[config.mk]
export PLATFORM = sky130hd
export DESIGN_NAME = game_sequencer
export DESIGN_NICKNAME = d
export VERILOG_FILES = /design/src/rtl/game_sequencer.sv
export SDC_FILE = /design/constraint.sdc
export NUM_CORES = 1
export LEC_CHECK = 0
export BUFFER_PORTS_ARGS = -buffer_cell sky130_fd_sc_hd__buf_2
export CORE_ASPECT_RATIO = 1.25
export CORE_MARGIN = 5
export CORE_UTILIZATION = 60
export CTS_CLUSTER_DIAMETER = 60
export DETAILED_ROUTE_END_ITERATION = 10
export HOLD_SLACK_MARGIN = 0.05
export PLACE_DENSITY = 0.93
export SYNTH_ARGS = -nofsm -noshare
export SYNTH_HDL_FRONTEND = slang
export SYNTH_SLANG_ARGS = --single-unit
export TNS_END_PERCENT = 1
[constraint.sdc]
create_clock -name clk -period 7 [get_ports clk]
set_input_delay 0.35 -clock clk [delete_from_list [all_inputs] [get_ports clk]]
set_output_delay 0.35 -clock clk [all_outputs]
set_load 0.01 [all_outputs]
[src/rtl/game_sequencer.sv]
// game_sequencer: Mastermind controller that latches the secret code, scores guesses serially, logs history and declares win or loss
module game_sequencer #(
  parameter int MAX_TURNS = 8,
  parameter int COLOR_W   = 3
) (
  input  logic                 clk,
  input  logic                 reset,
  input  logic                 mode,
  input  logic                 select,
  input  logic [COLOR_W-1:0]   code0,
  input  logic [COLOR_W-1:0]   code1,
  input  logic [COLOR_W-1:0]   code2,
  input  logic [COLOR_W-1:0]   code3,
  input  logic [COLOR_W-1:0]   guess0,
  input  logic [COLOR_W-1:0]   guess1,
  input  logic [COLOR_W-1:0]   guess2,
  input  logic [COLOR_W-1:0]   guess3,
  output logic [1:0]           feedback0,
  output logic [1:0]           feedback1,
  output logic [1:0]           feedback2,
  output logic [1:0]           feedback3,
  output logic [3:0]           turn,
  output logic                 hist_we,
  output logic [4*COLOR_W-1:0] hist_data,
  output logic                 new_game,
  output logic                 busy,
  output logic                 game_over,
  output logic                 win
);
  typedef enum logic [2:0] {IDLE, PLAY, EXACT, PARTIAL, RESULT, WIN, LOSE} state_t;
  state_t state, state_nxt;
  logic select_q, sel_ok, hit, scoring;
  logic [COLOR_W-1:0] code_r [4];
  logic [COLOR_W-1:0] guess_r [4];
  logic [3:0] used_c, used_g, idx;
  logic [2:0] exact, partial, partial_nxt;
  logic [1:0] fb [4];
  logic [1:0] gi, cj;
  assign sel_ok = select & ~select_q & ~mode & (state == IDLE || state == PLAY || state == WIN || state == LOSE);
  assign scoring = state == EXACT || state == PARTIAL;
  assign gi = state == EXACT ? idx[1:0] : idx[3:2];
  assign cj = idx[1:0];
  assign hit = scoring & ~used_g[gi] & ~used_c[cj] & (guess_r[gi] == code_r[cj]);
  assign partial_nxt = partial + 3'(state == PARTIAL && hit);
  assign busy = scoring || state == RESULT;
  assign game_over = state == WIN || state == LOSE;
  assign win = state == WIN;
  assign hist_we = state == RESULT;
  assign hist_data = {guess_r[3], guess_r[2], guess_r[1], guess_r[0]};
  assign feedback0 = fb[0];
  assign feedback1 = fb[1];
  assign feedback2 = fb[2];
  assign feedback3 = fb[3];
  always_ff @(posedge clk) state <= !reset ? IDLE : state_nxt;
  always_comb begin
    state_nxt = state;
    case (state)
      IDLE:    state_nxt = sel_ok ? PLAY : IDLE;
      PLAY:    state_nxt = sel_ok ? EXACT : PLAY;
      EXACT:   state_nxt = idx[1:0] == 2'd3 ? PARTIAL : EXACT;
      PARTIAL: state_nxt = idx == 4'd15 ? RESULT : PARTIAL;
      RESULT:  state_nxt = exact == 3'd4 ? WIN : turn == 4'(MAX_TURNS) ? LOSE : PLAY;
      WIN:     state_nxt = sel_ok ? IDLE : WIN;
      LOSE:    state_nxt = sel_ok ? IDLE : LOSE;
      default: state_nxt = IDLE;
    endcase
  end
  always_ff @(posedge clk) begin
    if (!reset) begin
      select_q <= 1'b0;
      new_game <= 1'b0;
      code_r   <= '{default: '0};
      guess_r  <= '{default: '0};
      fb       <= '{default: '0};
      used_c   <= '0;
      used_g   <= '0;
      idx      <= '0;
      exact    <= '0;
      partial  <= '0;
      turn     <= '0;
    end else begin
      select_q <= select;
      new_game <= state == IDLE && sel_ok;
      if (state == IDLE && sel_ok) begin
        code_r <= '{code0, code1, code2, code3};
        turn   <= '0;
        fb     <= '{default: '0};
      end
      if (game_over && sel_ok)
        fb <= '{default: '0};
      if (state == PLAY && sel_ok) begin
        guess_r <= '{guess0, guess1, guess2, guess3};
        used_c  <= '0;
        used_g  <= '0;
        exact   <= '0;
        partial <= '0;
        idx     <= '0;
      end
      if (scoring) begin
        idx     <= state == EXACT && idx[1:0] == 2'd3 ? 4'd0 : idx + 4'd1;
        exact   <= exact + 3'(state == EXACT && hit);
        partial <= partial_nxt;
        if (hit) begin
          used_g[gi] <= 1'b1;
          used_c[cj] <= 1'b1;
        end
      end
      if (state == PARTIAL && idx == 4'd15) begin
        for (int k = 0; k < 4; k++)
          fb[k] <= 3'(k) < exact ? 2'd2 : 3'(k) < exact + partial_nxt ? 2'd1 : 2'd0;
        turn <= turn == 4'd15 ? 4'd15 : turn + 4'd1;
      end
    end
  end
endmodule

==> impl_metrics.csv, run 1 <==
group,metric,value,unit
clocking,clock_tree_from_tritoncts,"yes",
global_routing,globalRoute.totalOverflow,0,
detailed_routing,drt.antenna.violating_nets,0,
job,max_cap_violations,0,
placed_design,dp_slack,2.44,ns
logic_synthesis,yosys_warnings,0,
layout,mostFrequentLayoutCells,"sky130_fd_sc_hd__dfxtp_1 (59), sky130_fd_sc_hd__buf_2 (56), sky130_fd_sc_hd__nand2_1 (51)",
logic_synthesis,ys_types,44,
worst_setup_path,worst-endpoint-arrival,4.86,ns
global_routing,grt_first_pass_wirelength,11.4,mm
logic_synthesis,mappedNetlistArea,3040,sq um
logic_synthesis,yosysTopAreaCell,"sky130_fd_sc_hd__dfxtp_1",
worst_setup_path,end_kind,"flip-flop",
clocking,cts_max_path_buffers,2,
layout,final_core_util,69.7,%
clocking,cts_hold_buf,0,
floorplan,num_rows,29,
clocking,clkTransAtPathRegs,0.07,ns
detailed_routing,drcViolationCount,0,
placed_design,port_buffers,56,
worst_setup_path,worst-endpoint-required,7.21,ns
logic_synthesis,synth.ff_latch_count,59,
detailed_routing,vias_per_cell,5.78,
floorplan,pin_count,57,
timing,max-slew-margin-rel,47.0,%
logic_synthesis,yosys.area.top_type_share,38.8,%
floorplan,floorplan.initialDensity,60.7,%
detailed_routing,detail_route.iter0.violations,235,
logic_synthesis,synth_flop_cell,"sky130_fd_sc_hd__dfxtp_1",
timing,achievable-frequency,0.215,GHz
timing,final.setup.tns,0,ns
global_routing,globalRouteTotalUtil,22.6,%
logic_synthesis,synth_compound_gate_area_share,14.0,%
power,power_density,208,nW/um^2
worst_setup_path,setup.worst_path.start_class,"flip-flop",
logic_synthesis,synth_top_family_by_area,"simple AND/OR/NAND/NOR gates",
logic_synthesis,ys_top_cells_by_area,"sky130_fd_sc_hd__dfxtp_1 (39%), sky130_fd_sc_hd__nand2_1 (6.3%), sky130_fd_sc_hd__mux2i_1 (6.3%), sky130_fd_sc_hd__mux4_2 (5.9%), sky130_fd_sc_hd__nor2_1 (5.6%)",
layout,areaGrowthSynthToFinish,14.8,%
clocking,clk_root_buffer_cell,"sky130_fd_sc_hd__clkbuf_8",
power,power_leakage,0.00153,uW
timing,timing_max_transition_violations_final,0,
clocking,clock_sink_count,59,
worst_setup_path,timing.critical_path.cells,"nor3b_2 > mux2i_4 > mux2i_1 > xor2_1 > mux2i_2 > nor3_1 > ha_1 > ha_1 > inv_1 > fa_1 > xor2_1 > xnor2_1 > xnor2_1 > nand2_1 > o21ai_0 > a21oi_1",
timing,timing.clock.skew,0.0122,ns
floorplan,fp.dieArea,6600,sq um
placed_design,gp_congestion,0.844,
layout,drive_gt1_share,20.8,%
worst_setup_path,critical-path-slowest-cell,"sky130_fd_sc_hd__nor3b_2",
timing,period_needed,4.64,ns
placed_design,place.detailed.hpwl,4.88,mm
worst_setup_path,critical_path_class,"flip-flop to flip-flop",
detailed_routing,routed_wirelength,7.07,mm
logic_synthesis,post_synth_fa_ha_maj_area_fraction,5.19,%
logic_synthesis,postSynthNetCount,399,
detailed_routing,vias,2718,
global_routing,grt_max_degree,49,
power,vdd.ir_drop.worst,191,uV
timing,tightestPinTransition,0.793,ns
logic_synthesis,netlist_instances,359,
layout,fin_nets,443,
logic_synthesis,asyncSetResetFlopFracSynth,0,%
clocking,postCtsSetupBuffers,0,
timing,period_share,66.3,%
clocking,cts_max_level,3,
logic_synthesis,post_synth_edffs,0,
layout,most_frequent_standard_cell_in_the_layout_excluding_fill_and_tap_cells,"sky130_fd_sc_hd__dfxtp_1",
global_routing,initial_antenna_violation_count,0,
global_routing,first_global_vias,2541,
worst_setup_path,critPathMaxFanout,14,
logic_synthesis,synth_mux_area_share,13.4,%
clocking,cts.repair.resized,0,
floorplan,fp.dieW,73.7,um
timing,final_critical_path_setup_slack,2.36,ns
logic_synthesis,synthXorXnorAreaFrac,1.73,%
outcome,status,"finished clean",
detailed_routing,wl_per_cell,15.0,um
layout,insertedDiodeCount,0,
floorplan,core_area,5010,sq um
logic_synthesis,sequential_element_share_of_the_synthesized_area,38.8,%
floorplan,floorplan.die.height,89.6,um
layout,filler_cell_count,378,
worst_setup_path,timing.critical_path.slowest_cell_delay,0.71,ns
clocking,cts_made_buffers,9,
timing,timing.final.hold_violations,0,
min_path,hold_class,"primary input to flip-flop",
logic_synthesis,synth_area_per_cell,8.47,sq um
timing,final-setup-viol-count,0,
logic_synthesis,synthesized_area_fraction_occupied_by_and_or_nand_nor_cells,21.7,%
timing,rsz0062_at_grt,"false",
clocking,worstSkewPairLatency,0.34,ns
detailed_routing,drtPass1Iterations,5,
[through the flow]
step / power, uW / instance area [sq um] / cells / hold WS, ns
2_1_floorplan: 410 / 3040 / 359 / 0.420
3_3_place_gp: 426 / 3300 / 454 / 0.431
3_5_place_dp: 428 / 3300 / 454 / 0.442
4_1_cts: 727 / 3490 / 470 / 0.231
5_1_grt: 753 / 3490 / 470 / 0.241
6_report: 724 / 3490 / 470 / 0.243
[cells by family after synthesis]
logic type | Yosys count
and+or+nand+nor | 144
muxes | 29
DFF | 59
AOI/OAI and AO/OA | 70
xor gates and xnor gates | 6
adders and majority gates | 12
buffers and inverters | 39
[where the power goes]
group	total (uW)	leakage [uW]	internal (uW)	switching [uW]
logic	68.2	0.000963	26.3	42.0
registers	354	0.000477	343	11.2
clock network	302	0.0000947	174	128
total	724	0.00153	543	181
[routing by layer]
layer / up-vias / global-route usage [%] / part of all wire (%)
li1: 1332 / - / -
met4: 0 / 13.8 / 4.3
met5: - / 0 / 0
met2: 88 / 36.5 / 51
met1: 1268 / 26.7 / 40
met3: 30 / 5.90 / 5.2
[layout make-up]
cell class	instances	area, sq um	share of cell area, %
repair buffers	57	288	8.24
multi-input cells	261	1700	48.7
inverters	15	56.3	1.61
clock buffers	14	153	4.37
well taps	62	77.6	2.22
flip-flops and latches	59	1180	33.8
clock inverters	2	35.0	1.00
[cell usage after synthesis (4+ instances only)]
master and count:
sky130_fd_sc_hd__xor2_1 4, sky130_fd_sc_hd__mux2i_1 19, sky130_fd_sc_hd__ha_1 11, sky130_fd_sc_hd__a21oi_1 30, sky130_fd_sc_hd__buf_2 4, sky130_fd_sc_hd__inv_1 15, sky130_fd_sc_hd__o21ai_0 12, sky130_fd_sc_hd__nand2_1 51
sky130_fd_sc_hd__o31ai_1 10, sky130_fd_sc_hd__nor3_1 6, sky130_fd_sc_hd__nor2_1 45, sky130_fd_sc_hd__mux4_2 8, sky130_fd_sc_hd__clkbuf_1 17, sky130_fd_sc_hd__nand3_1 15, sky130_fd_sc_hd__nor2b_1 4, sky130_fd_sc_hd__a22oi_1 7
sky130_fd_sc_hd__dfxtp_1 59
[worst paths after layout]
path	from	to	slack, ns	cells after the start
setup reg to reg	state[1]$_SDFF_PN0_	feedback0[0]$_SDFFE_PN0P_	2.36	16
hold / removal	guess0[0]	hist_data[0]$_SDFFE_PN0P_	0.24	3
setup / recovery	state[1]$_SDFF_PN0_	feedback0[0]$_SDFFE_PN0P_	2.36	16
hold reg to reg	code_r[5]$_SDFFE_PN0P_	code_r[5]$_SDFFE_PN0P_	0.46	2
[registers in the layout, indices dropped and copies added, names as in the netlist]
register / flops
feedback1: 2
used_g: 4
code_r: 12
select_q: 1
exact: 3
idx: 4
partial: 3
feedback3: 2
used_c: 4
new_game: 1
hist_data: 12
state: 3
feedback0: 2
turn: 4
feedback2: 2
[critical path, delay by kind of cell (launching register included)]
kind,cells,cell delay (ns)
AO/OA/AOI/OAI,2,0.28
XOR/XNOR,4,0.64
adder cells (fa/ha/maj),3,0.88
buffers and inverters,1,0.05
flip-flops,1,0.57
multiplexers,3,1.11
AND/OR/NAND/NOR,3,0.97
Note: power is estimated with default switching activity, not from simulation.
==> run 2, diff against run 1 <==
--- a/config.mk
+++ b/config.mk
@@ -8,11 +8,11 @@
 export BUFFER_PORTS_ARGS = -buffer_cell sky130_fd_sc_hd__buf_2
 export CORE_ASPECT_RATIO = 1.25
 export CORE_MARGIN = 5
-export CORE_UTILIZATION = 60
+export CORE_UTILIZATION = 50
 export CTS_CLUSTER_DIAMETER = 60
 export DETAILED_ROUTE_END_ITERATION = 10
 export HOLD_SLACK_MARGIN = 0.05
-export PLACE_DENSITY = 0.93
+export PLACE_DENSITY = 0.84
 export SYNTH_ARGS = -nofsm -noshare
 export SYNTH_HDL_FRONTEND = slang
 export SYNTH_SLANG_ARGS = --single-unit
==> constraint.sdc (replaced) <==
create_clock -name clk -period 4.2 [get_ports clk]
set_input_delay 0.21 -clock clk [delete_from_list [all_inputs] [get_ports clk]]
set_output_delay 0.21 -clock clk [all_outputs]
set_load 0.01 [all_outputs]
==> run 2 against run 1 <==
- register-to-register slack worse by 2.0 ns
- count of clock-buffer cells in the layout is 4 lower
- first-iteration DRC count is 4.3% higher
- clock skew is 0.0036 ns lower
- highest routed layer unchanged
- power is 63% higher
- sequential power is 64% higher
- largest power group unchanged
- die area is 17% higher
- non-clock buffer count is 10 higher
- sequential share of layout area is 0.94 points lower
==> impl_metrics.csv, run 2 (synthesized netlist as in run 1, its figures left out) <==
group,metric,value,unit
outcome,status,"finished clean",
timing,final.hold.worst_slack,0.0940,ns
floorplan,fp.dieArea,7750,sq um
min_path,worst_hold_startpoint,"guess3[2]",
floorplan,fp.dieW,79.7,um
floorplan,pin_count,57,
clocking,worstSkewPairLatency,0.35,ns
timing,max-slew-margin-rel,47.6,%
layout,multiInputGateArea,1710,sq um
timing,timing.final.hold_violations,0,
floorplan,num_rows,31,
layout,final_core_util,61.3,%
timing,final-setup-viol-count,0,
clocking,clk_root_buffer_cell,"sky130_fd_sc_hd__clkbuf_8",
worst_setup_path,timing.critical_path.from,"idx[0]$_SDFFE_PN0P_",
layout,sequential_cell_area,1180,sq um
worst_setup_path,setup.worst_path.start_class,"flip-flop",
power,power_density,328,nW/um^2
clocking,postCtsSetupBuffers,0,
detailed_routing,drt.antenna.violating_nets,0,
worst_setup_path,worst-endpoint-arrival,4.05,ns
global_routing,globalRoute.totalOverflow,0,
detailed_routing,drtPass1Iterations,5,
layout,insertedDiodeCount,0,
global_routing,initial_antenna_violation_count,0,
clocking,clock_tree_from_tritoncts,"yes",
detailed_routing,detail_route.iter0.violations,245,
job,max_cap_violations,0,
placed_design,gp_congestion,0.800,
floorplan,floorplan.die.height,97.2,um
detailed_routing,vias_per_cell,5.39,
timing,period_needed,3.81,ns
clocking,cts.repair.resized,0,
layout,areaGrowthSynthToFinish,18.1,%
layout,mostFrequentLayoutCells,"sky130_fd_sc_hd__dfxtp_1 (59), sky130_fd_sc_hd__buf_2 (56), sky130_fd_sc_hd__nand2_1 (51)",
global_routing,grt_max_degree,27,
worst_setup_path,end_kind,"flip-flop",
placed_design,dp_cells,484,
power,vdd.ir_drop.worst,222,uV
layout,filler_cell_count,496,
placed_design,dp_slack,0.262,ns
global_routing,first_global_vias,2694,
global_routing,globalRouteTotalUtil,19.0,%
clocking,cts_hold_buf,0,
worst_setup_path,critical_path_class,"flip-flop to flip-flop",
layout,most_frequent_standard_cell_in_the_layout_excluding_fill_and_tap_cells,"sky130_fd_sc_hd__dfxtp_1",
timing,tightestPinTransition,0.784,ns
clocking,clkTransAtPathRegs,0.07,ns
placed_design,port_buffers,56,
worst_setup_path,timing.critical_path.cells,"buf_4 > mux4_2 > mux2i_1 > xor2_1 > nand3_2 > nor3_1 > ha_1 > ha_1 > inv_1 > fa_1 > xor2_1 > xnor2_1 > xnor2_1 > o21ai_0 > a32oi_1 > nor2_1",
timing,timing_max_transition_violations_final,0,
layout,fin_nets,453,
timing,period_share,90.7,%
timing,timing.clock.skew,0.00861,ns
global_routing,grt_first_pass_wirelength,12.0,mm
floorplan,floorplan.initialDensity,51.9,%
detailed_routing,vias,2693,
worst_setup_path,rr_startpoint,"idx[0]$_SDFFE_PN0P_",
worst_setup_path,worst-endpoint-required,4.44,ns
timing,final_critical_path_setup_slack,0.390,ns
timing,rsz0062_at_grt,"false",
layout,drive_gt1_share,23.7,%
clocking,cts_max_path_buffers,2,
worst_setup_path,critPathMaxFanout,10,
power,power_leakage,0.00158,uW
detailed_routing,wl_per_cell,13.9,um
timing,final.setup.tns,0,ns
worst_setup_path,timing.critical_path.slowest_cell_delay,0.50,ns
layout,post_layout_nonfiller_instances,500,
timing,achievable-frequency,0.262,GHz
detailed_routing,routed_wirelength,6.93,mm
clocking,cts_max_level,3,
worst_setup_path,critical-path-slowest-cell,"sky130_fd_sc_hd__mux4_2",
placed_design,place.detailed.hpwl,5.04,mm
detailed_routing,drcViolationCount,0,
min_path,hold_class,"primary input to flip-flop",
clocking,cts_made_buffers,9,
worst_setup_path,r2r_setup_slack,0.39,ns
floorplan,core_area,5860,sq um
clocking,clock_sink_count,59,
run 2: cell count changes in the layout (fill, tap and decap cells not counted):
cell / change
sky130_fd_sc_hd__mux2i_4: +1
sky130_fd_sc_hd__clkinvlp_4: +3
sky130_fd_sc_hd__clkinv_2: +1
sky130_fd_sc_hd__mux2i_2: -1
sky130_fd_sc_hd__buf_4: +10
sky130_fd_sc_hd__clkinv_4: +1
sky130_fd_sc_hd__clkbuf_1: -4
sky130_fd_sc_hd__bufinv_16: -1
run 2: per-stage QoR:
step / power (uW) / cell area, sq um
2_1_floorplan: 683 / 3040
3_3_place_gp: 722 / 3400
3_5_place_dp: 725 / 3400
4_1_cts: 1180 / 3580
5_1_grt: 1230 / 3590
6_report: 1180 / 3590
run 2: critical path: cells and delay by family, from the launching register on:
family / cells / cell delay (ns)
simple gates: 3 / 0.54
fa+ha+maj: 3 / 0.72
buf+inv: 2 / 0.26
xor+xnor: 4 / 0.76
compound gates: 2 / 0.32
mux: 2 / 0.69
flops: 1 / 0.44
run 2: area by class of cell:
class / instances / area share (%)
clock buffers: 10 / 3.83
repair buffers: 67 / 10.1
flip-flops and latches: 59 / 32.9
multi-input cells: 261 / 47.6
inverters: 15 / 1.57
clock inverters: 6 / 1.15
well taps: 82 / 2.86
run 2: path summary, 6_finish.rpt:
kind | cells after the start | endpoint
hold / removal | 3 | hist_data[11]$_SDFFE_PN0P_
setup reg to reg | 16 | feedback2[0]$_SDFFE_PN0P_
setup / recovery | 16 | feedback2[0]$_SDFFE_PN0P_
hold reg to reg | 2 | used_c[2]$_SDFF_PN0_
run 2: layer usage:
metal,global-route usage [%],routed length [um],vias to the layer above
li1,-,-,1355
met1,21.8,2880,1257
met2,33.2,3630,61
met3,3.71,221,20
met5,0,0,-
met4,8.97,192,0
run 2: where the power goes:
group | switching [uW] | internal, uW | total (uW)
clock network | 236 | 228 | 464
registers | 8.07 | 571 | 579
logic | 82.3 | 53.8 | 136
total | 326 | 853 | 1180
==> run 3, diff against run 2 <==
--- a/config.mk
+++ b/config.mk
@@ -7,7 +7,6 @@
 export LEC_CHECK = 0
 export BUFFER_PORTS_ARGS = -buffer_cell sky130_fd_sc_hd__buf_2
 export CORE_ASPECT_RATIO = 1.25
-export CORE_MARGIN = 5
 export CORE_UTILIZATION = 50
 export CTS_CLUSTER_DIAMETER = 60
 export DETAILED_ROUTE_END_ITERATION = 10
==> constraint.sdc (replaced) <==
create_clock -name clk -period 4.2 [get_ports clk]
set_input_delay 0 -clock clk [delete_from_list [all_inputs] [get_ports clk]]
set_output_delay 0 -clock clk [all_outputs]
set_load 0.01 [all_outputs]
==> run 3 against run 2 <==
- first-iteration DRC count up 3.3%
- register-to-register slack worse by 0.12 ns
- non-clock buffer count grew 26
- power up 18%
- sequential share of layout area is 2.6 points lower
- worst hold slack improved by 0.066 ns
- combinational power up 18%
- critical endpoint unchanged
==> impl_metrics.csv, run 3 (synthesized netlist as in run 1, its figures left out) <==
group,metric,value,unit
detailed_routing,vias_per_cell,5.68,
power,power_consumption,1390,uW
worst_setup_path,critical_path_class,"flip-flop to flip-flop",
global_routing,first_global_vias,2691,
layout,post_layout_nonfiller_instances,510,
floorplan,core_area,5820,sq um
global_routing,globalRouteTotalUtil,25.3,%
detailed_routing,wl_per_cell,15.3,um
layout,filler_cell_count,446,
power,swShare,25.5,%
timing,timing_max_transition_violations_final,0,
detailed_routing,detail_route.iter0.violations,253,
clocking,clock_sink_count,59,
global_routing,grt_first_pass_wirelength,12.4,mm
timing,timing.clock.skew,0.0114,ns
floorplan,floorplan.initialDensity,52.3,%
timing,achievable-frequency,0.254,GHz
power,share_comb_of_total_power,11.5,%
power,share_clk_of_total_power,47.1,%
timing,final_critical_path_setup_slack,0.269,ns
layout,mostFrequentLayoutCells,"sky130_fd_sc_hd__dfxtp_1 (59), sky130_fd_sc_hd__buf_2 (56), sky130_fd_sc_hd__nand2_1 (51)",
worst_setup_path,worst-endpoint-arrival,4.16,ns
power,p_sw,356,uW
clocking,clk_root_buffer_cell,"sky130_fd_sc_hd__clkbuf_8",
placed_design,place.detailed.hpwl,4.91,mm
floorplan,num_rows,31,
floorplan,pin_count,57,
floorplan,floorplan.die.height,89.2,um
layout,multiInputGateArea,1710,sq um
clocking,clock_tree_from_tritoncts,"yes",
layout,sequential_cell_area,1180,sq um
power,vdd.ir_drop.worst,219,uV
worst_setup_path,critPathMaxFanout,10,
global_routing,initial_antenna_violation_count,0,
power,p_int,1040,uW
timing,final-setup-viol-count,0,
worst_setup_path,timing.critical_path.from,"state[1]$_SDFF_PN0_",
floorplan,fp.dieW,71.7,um
timing,final.setup.tns,0,ns
power,pwr-share-seq,41.5,%
clocking,worstSkewPairLatency,0.36,ns
floorplan,fp.dieArea,6400,sq um
min_path,worst_hold_startpoint,"mode",
timing,max-slew-margin-rel,45.1,%
detailed_routing,routed_wirelength,7.80,mm
global_routing,grt_max_degree,47,
worst_setup_path,setup.worst_path.start_class,"flip-flop",
clocking,cts_max_path_buffers,2,
clocking,clkTransAtPathRegs,0.07,ns
outcome,status,"finished clean",
layout,drive_gt1_share,22.1,%
timing,period_share,93.6,%
worst_setup_path,end_kind,"flip-flop",
min_path,hold_class,"primary input to flip-flop",
layout,insertedDiodeCount,0,
clocking,postCtsSetupBuffers,0,
placed_design,port_buffers,56,
timing,tightestPinTransition,0.821,ns
timing,rsz0062_at_grt,"false",
layout,areaGrowthSynthToFinish,28.4,%
detailed_routing,drcViolationCount,0,
placed_design,dp_cells,467,
detailed_routing,vias,2896,
placed_design,gp_congestion,0.813,
clocking,cts_made_buffers,9,
detailed_routing,drtPass1Iterations,5,
job,max_cap_violations,0,
layout,fin_nets,479,
worst_setup_path,rr_startpoint,"state[1]$_SDFF_PN0_",
placed_design,dp_slack,0.244,ns
global_routing,globalRoute.totalOverflow,0,
clocking,cts_max_level,3,
layout,most_frequent_standard_cell_in_the_layout_excluding_fill_and_tap_cells,"sky130_fd_sc_hd__dfxtp_1",
timing,timing.final.hold_violations,0,
detailed_routing,drt.antenna.violating_nets,0,
worst_setup_path,worst-endpoint-required,4.43,ns
timing,final.hold.worst_slack,0.160,ns
timing,period_needed,3.93,ns
power,power_leakage,0.00172,uW
power,power_density,357,nW/um^2
[run 3: metrics by stage]
| step | util [%] | area, sq um |
|---|---|---|
| 3_5_place_dp | 58.0 | 3380 |
| 4_1_cts | 66.9 | 3890 |
| 5_1_grt | 67.1 | 3900 |
| 3_3_place_gp | 58.0 | 3380 |
| 6_report | 67.1 | 3900 |
| 2_1_floorplan | - | 3040 |
[run 3: layout make-up]
class / instances / share of cell area, %
clock inverter: 7 / 3.17
clock buffer: 9 / 3.17
tap: 66 / 2.12
timing repair buffer: 93 / 16.0
sequential: 59 / 30.3
multi-input combinational: 261 / 43.8
inverter: 15 / 1.44
[run 3: path summary, 6_finish.rpt]
check	endpoint	slack [ns]	cells past startpoint
worst max-delay path	feedback2[0]$_SDFFE_PN0P_	0.27	17
worst min-delay path	state[0]$_SDFF_PN0_	0.16	6
worst max register to register	feedback2[0]$_SDFFE_PN0P_	0.27	17
worst min register to register	feedback1[1]$_SDFFE_PN0P_	0.45	2
[run 3: routing by layer]
layer	GRT usage [%]	vias up	share of wire (%)
met4	14.8	0	3.3
met2	43.6	90	53
met1	29.1	1376	40
met5	0	-	0
li1	-	1408	-
met3	5.41	22	3.9
[run 3: power groups by stage]
stage,Clock (uW),Sequential [uW],Combinational (uW)
after floorplan,0,591,91.8
after global placement,0,590,131
after detailed placement,0,591,135
final,657,578,160
after global routing,685,580,175
after CTS,660,578,156
[run 3: what timing repair did]
item,CTS,global route
resized for setup,0,1
endpoints found under the hold margin,29,0
hold buffers,27,0
endpoints found under the setup margin,0,3
[run 3: critical path: stages (launching register included)]
cell,delay [ns]
sky130_fd_sc_hd__dfxtp_1,0.34
sky130_fd_sc_hd__nor3b_2,0.17
sky130_fd_sc_hd__buf_4,0.22
sky130_fd_sc_hd__mux2i_4,0.33
sky130_fd_sc_hd__mux2i_1,0.24
sky130_fd_sc_hd__xor2_1,0.12
sky130_fd_sc_hd__mux2i_4,0.31
sky130_fd_sc_hd__nor3_1,0.13
sky130_fd_sc_hd__ha_1,0.20
sky130_fd_sc_hd__ha_1,0.29
sky130_fd_sc_hd__inv_1,0.06
sky130_fd_sc_hd__fa_1,0.40
sky130_fd_sc_hd__xor2_1,0.16
sky130_fd_sc_hd__xnor2_1,0.22
sky130_fd_sc_hd__xnor2_1,0.19
sky130_fd_sc_hd__o21ai_0,0.14
sky130_fd_sc_hd__a32oi_1,0.22
sky130_fd_sc_hd__nor2_1,0.06
